File: config.mk
export PLATFORM = sky130hd
export DESIGN_NAME = fifo_rd_ptr_empty
export DESIGN_NICKNAME = d
export VERILOG_FILES = /design/src/rtl/fifo_pkg.sv /design/src/rtl/fifo_rd_ptr_empty.sv
export SDC_FILE = /design/constraint.sdc
export NUM_CORES = 1
export LEC_CHECK = 0
export BUFFER_PORTS_ARGS = -buffer_cell sky130_fd_sc_hd__buf_4
export CORE_AREA = 2 2 39 41
export CTS_CLUSTER_SIZE = 20
export DETAILED_ROUTE_END_ITERATION = 16
export DIE_AREA = 0 0 41 43
export GPL_TIMING_DRIVEN = 0
export PLACE_DENSITY = 0.63
export SYNTH_ARGS = -nofsm -noshare
export SYNTH_HDL_FRONTEND = slang
export SYNTH_SLANG_ARGS = --single-unit
File: constraint.sdc
create_clock -name rd_clk -period 2.9 [get_ports rd_clk]
set_clock_uncertainty 0.05 [all_clocks]
set_input_delay 0.58 -clock rd_clk [delete_from_list [all_inputs] [get_ports rd_clk]]
set_output_delay 0.58 -clock rd_clk [all_outputs]
set_load 0.005 [all_outputs]
File: src/rtl/fifo_pkg.sv
// Shared FIFO pointer helpers: default address width and Gray-code
// conversions, used by both the read-side and write-side pointer blocks.
package fifo_pkg;

  localparam int unsigned ADDR_SIZE_DEFAULT = 4;
  localparam int unsigned PTR_MAX_W         = 32;

  typedef logic [PTR_MAX_W-1:0] ptr_word_t;

  // Binary to reflected Gray code; callers zero-extend and truncate.
  function automatic ptr_word_t bin2gray(input ptr_word_t b);
    return b ^ (b >> 1);
  endfunction

  // Reflected Gray code to binary, MSB first.
  function automatic ptr_word_t gray2bin(input ptr_word_t g);
    ptr_word_t b;
    b[PTR_MAX_W-1] = g[PTR_MAX_W-1];
    for (int unsigned i = PTR_MAX_W - 1; i > 0; i--) begin
      b[i-1] = b[i] ^ g[i-1];
    end
    return b;
  endfunction

endpackage

File: src/rtl/fifo_rd_ptr_empty.sv
// Read-side pointer and empty-flag generator for an async FIFO.
// Optional macro FIFO_ALMOST_EMPTY_EN adds a registered rd_almost_empty output.
module fifo_rd_ptr_empty
  import fifo_pkg::*;
#(
  parameter int unsigned ADDR_SIZE = ADDR_SIZE_DEFAULT,
  parameter int unsigned AE_THRESH = 2
) (
  input  logic               rd_clk,
  input  logic               rd_rst_n,
  input  logic               rd_en,
  input  logic [ADDR_SIZE:0] rd_wq2_wptr,
  output logic [ADDR_SIZE-1:0] rd_addr,
  output logic [ADDR_SIZE:0] rd_ptr,
  output logic               rd_empty,
  output logic               rd_underflow
`ifdef FIFO_ALMOST_EMPTY_EN
  ,
  output logic               rd_almost_empty
`endif
);

  localparam int unsigned W = ADDR_SIZE + 1;

  logic [ADDR_SIZE:0] rbin;
  logic [ADDR_SIZE:0] rbin_next;
  logic [ADDR_SIZE:0] rgray_next;
  logic               pop;

  // Next binary/Gray pointer; a request while empty does not advance.
  always_comb begin
    pop        = rd_en && !rd_empty;
    rbin_next  = rbin + W'(pop);
    rgray_next = W'(bin2gray(PTR_MAX_W'(rbin_next)));
  end

  assign rd_addr = rbin[ADDR_SIZE-1:0];

  // Pointer, empty and sticky underflow registers.
  always_ff @(posedge rd_clk) begin
    if (!rd_rst_n) begin
      rbin         <= '0;
      rd_ptr       <= '0;
      rd_empty     <= 1'b1;
      rd_underflow <= 1'b0;
    end else begin
      rbin     <= rbin_next;
      rd_ptr   <= rgray_next;
      rd_empty <= (rgray_next == rd_wq2_wptr);
      if (rd_en && rd_empty) begin
        rd_underflow <= 1'b1;
      end
    end
  end

`ifdef FIFO_ALMOST_EMPTY_EN
  logic [ADDR_SIZE:0] wbin;
  logic [ADDR_SIZE:0] fill_next;

  // Occupancy after this cycle's pop, modulo the pointer range.
  always_comb begin
    wbin      = W'(gray2bin(PTR_MAX_W'(rd_wq2_wptr)));
    fill_next = wbin - rbin_next;
  end

  // Registered almost-empty flag.
  always_ff @(posedge rd_clk) begin
    if (!rd_rst_n) begin
      rd_almost_empty <= 1'b1;
    end else begin
      rd_almost_empty <= (PTR_MAX_W'(fill_next) <= AE_THRESH);
    end
  end
`endif

endmodule
======== After elaboration in Yosys (flattened, before gate mapping) ========
Cells that the tools add are included.
cells by class
  $add $sub $neg .......................... 1
  equality and inequality tests ........... 1
  bitwise logic cells ..................... 1
  reduce and logical (&&, ||, !) cells .... 3
operators with widths
  kind               number
  $add 5x1->5        1
  $eq 5x5->1         1
  $xor 5x4->5        1
  $logic_and 1x1->1  2
  $logic_not 1->1    1
storage, ports and cells
  flip-flop bits (word level) ............. 12
  bits of input ports ..................... 8
  output and inout port bits .............. 11

======== Longest topological paths before layout ========
  depth after elaboration ................. 5
  gate-level depth with buffers ........... 7
  gate-level depth less buffers ........... 7

======== Worst setup path before layout ========
No wires, ideal clock.
  path kind ............................... input -> register
  start ................................... input port rd_en
  end ..................................... register rd_empty
  library setup time ...................... 96 ps
  arrival time ............................ 1962 ps
  setup slack ............................. 792 ps
  stages on the path ...................... 7
  path buffers ............................ 0
  cell sequence ........................... nor2b_1 -> ha_1 -> ha_1 -> nand3_1 -> xor2_1 -> xor3_1 -> o41ai_2
between the ends
  word-level cells in the longest chain between the ends .. 4
ends and longest elaborated chain
  element               line                     text
  start, declared       fifo_rd_ptr_empty.sv:11  input logic rd_en,
  $logic_and 1x1->1     fifo_rd_ptr_empty.sv:32  pop = rd_en && !rd_empty;
  $add 5x1->5           fifo_rd_ptr_empty.sv:33  rbin_next = rbin + W'(pop);
  $xor 5x4->5           fifo_pkg.sv:12           return b ^ (b >> 1);
  $eq 5x5->1            fifo_rd_ptr_empty.sv:49  rd_empty <= (rgray_next == rd_wq2_wptr);
  end signal, assigned  fifo_rd_ptr_empty.sv:49
  end, declared         fifo_rd_ptr_empty.sv:15  output logic rd_empty,
No other way between the ends.
A chain may end at the register's enable or synchronous reset.

======== Worst setup path after layout ========
Ends and elaborated chain as after synthesis.

==> results.ini <==
[setup_path]
critPathTopFamily=XOR/XNOR gates
crit_type=in -> reg
crit_fanout=3
end_kind=flip-flop
path_cells=buf_4, nor2b_1, ha_1, ha_1, nand3_1, xor2_1, xor3_1, o41ai_2
slowest_delay_ns=0.29
crit_buf_inv=1
rr_startpoint=rd_empty$_SDFF_PN1_
critPathSlowestCell=xor2_1
crit_start=rd_en
worstPathRequired_ns=3.02
cp-start-kind=primary input
cp_common_cell=ha_1
crit_arrival_ns=2.23

[yosys]
syn-num-nets=55
synth_top_family_by_area=XOR/XNOR gates
syn_area_per_cell_um2=11.3
synth.largest_area_cell=dfxtp_1
synth_top_area_share_pct=43.3
synth-seq-area-share_pct=43.3
synthMuxAreaShare_pct=0
yosysUniqueCellTypes=15
ys_seq_elements=11
netlist_instances=45
synth.area.top_cells=dfxtp_1, xnor2_1, xor2_1
synth-simple-area-share_pct=17.5
syn_area_um2=508
synthXorXnorAreaFrac_pct=27.1
synth-compound-area-share_pct=6.40
synth_adder_area_share_pct=4.93
synth-warning-count=0

[layout]
final_cell_area_um2=689
final_layout_size_suffix_gt1_share_pct=35.8
area_growth_pct=35.7
final_util_pct=49.8
final_nets=78
diodes=0

[place]
post-dp-hpwl_um=685
gp_congestion=0.652
port_buffers=18
dpl_cell_area_um2=663
place_worst_setup_slack_ns=0.495

[clock_network]
clkLatencyLatePin_ns=0.26
cts_tree=built
cts_made_buffers=3
postCtsResizedCells=0
cts.clk_slew.worst_paths_ns=0.07
clock-root-buffer=clkbuf_4
cts.htree.levels=1
cts_max_path_buffers=2
postCtsSetupRepairBufs=0
cts.sinks=11
cts_hold_buffers=0

[sta]
drv_slew=0
rsz0062_at_grt=no
fin_crit_sh_pct=72.9
relSlewSlack_pct=77.4
timing.setup.tns_ns=0
period_minus_slack_ns=2.12
fmax_ghz=0.473
finalHoldViolations=0
fin_ws_ns=0.785
setup_viol=0
worstMarginPinSlew_ns=0.340

[worst_hold_path]
hold_class=reg -> reg
min-delay-start=rd_underflow$_SDFFE_PN0P_

[detailed_routing]
wl_met1_um=372
wl_um=864
first_iter_violations=2
met2_length_um=432
highest_layer=met4
dr.pass1.iters=2
route.detailed.drc=0
ant_nets=0
wl_per_cell_um=10.4
vias_per_cell=4.29
wl_met3_um=35
vias=356

[status]
status=finished, final reports clean

[power]
power.total_mw=0.305
p_leak_nw=0.323
power_density_mw_per_mm2=443
ir_drop_v=0.000193

[floorplanning]
io_pins=19
die_h_um=43
dieArea_mm2=0.00176
die_w_um=41
start_util_pct=36.7
coreArea_mm2=0.00138
row_count=14

[global_routing]
grt_max_degree=11
antenna_found_initial=0
grt_overflow_total=0
grtUsageTotal_pct=12.0
grt_first_pass_wirelength_um=1320
grt_pass1_vias=323

[job]
drv_cap=0

cell type report:
class / instances / area (µm²)
Multi-Input combinational cell: 33 / 284
Sequential cell: 11 / 220
Timing Repair Buffer: 18 / 135
Tap cell: 16 / 20.0
Fill cell: 141 / 694
Clock buffer: 4 / 26.3
Buffer: 1 / 3.75
cell usage in the layout, fill, tap and decap left out, drive strengths merged:
cell	instances
ha	2
nand3	2
dfxtp	11
buf	18
a21oi	1
clkbuf	5
xor3	1
xnor2	7
nor2b	4
nand2	1
a21boi	1
and2	6
and2b	1
xor2	6
o41ai	1
tightest hold or removal path, delay by kind of cell, from the launching register on:
family	cells	cell delay (ns)
flops	1	0.33
simple gates	1	0.09
compound gates	1	0.05
cell families (layout without fill, tap and decap cells):
family | count (synthesis) | after routing
compound gates | 3 | 3
xor+xnor | 14 | 14
fa+ha+maj | 2 | 2
buf+inv | 1 | 23
flops | 11 | 11
simple gates | 14 | 14
Yosys cell counts:
cell type,number
and2b_1,1
and2_1,6
nand3_1,1
a21oi_1,1
a21boi_2,1
ha_1,2
xor2_1,6
nand2_1,1
nand3_2,1
xnor2_1,7
dfxtp_1,11
nor2b_1,4
clkbuf_1,1
xor3_1,1
o41ai_2,1
per-stage QoR:
step	cells	hold slack (ns)
after floorplan	45	0.432
after global placement	79	0.422
after detailed placement	79	0.447
after CTS	83	0.463
after global routing	83	0.475
final	83	0.455
metal layers:
| metal | track usage (%) | up-vias |
|---|---|---|
| li1 | - | 188 |
| met1 | 13.8 | 157 |
| met2 | 16.6 | 9 |
| met3 | 3.14 | 2 |
| met4 | 12.0 | 0 |
| met5 | 0 | - |
state kept, by name, indices dropped and copies added, names as in the netlist:
name,cells
rbin,4
rd_underflow,1
rd_ptr,5
rd_empty,1
worst paths after layout:
check / slack [ns] / end / cells past startpoint
hold reg to reg: 0.45 / rd_underflow$_SDFFE_PN0P_ / 2
setup reg to reg: 0.87 / rd_empty$_SDFF_PN1_ / 7
setup / recovery: 0.78 / rd_empty$_SDFF_PN1_ / 8
hold / removal: 0.45 / rd_underflow$_SDFFE_PN0P_ / 2
report_power, final:
| part | switching, mW | internal [mW] |
|---|---|---|
| Combinational | 0.0172 | 0.0271 |
| Clock | 0.0474 | 0.0531 |
| Sequential | 0.00338 | 0.157 |
No activity file was read; power rests on OpenSTA's default activity.
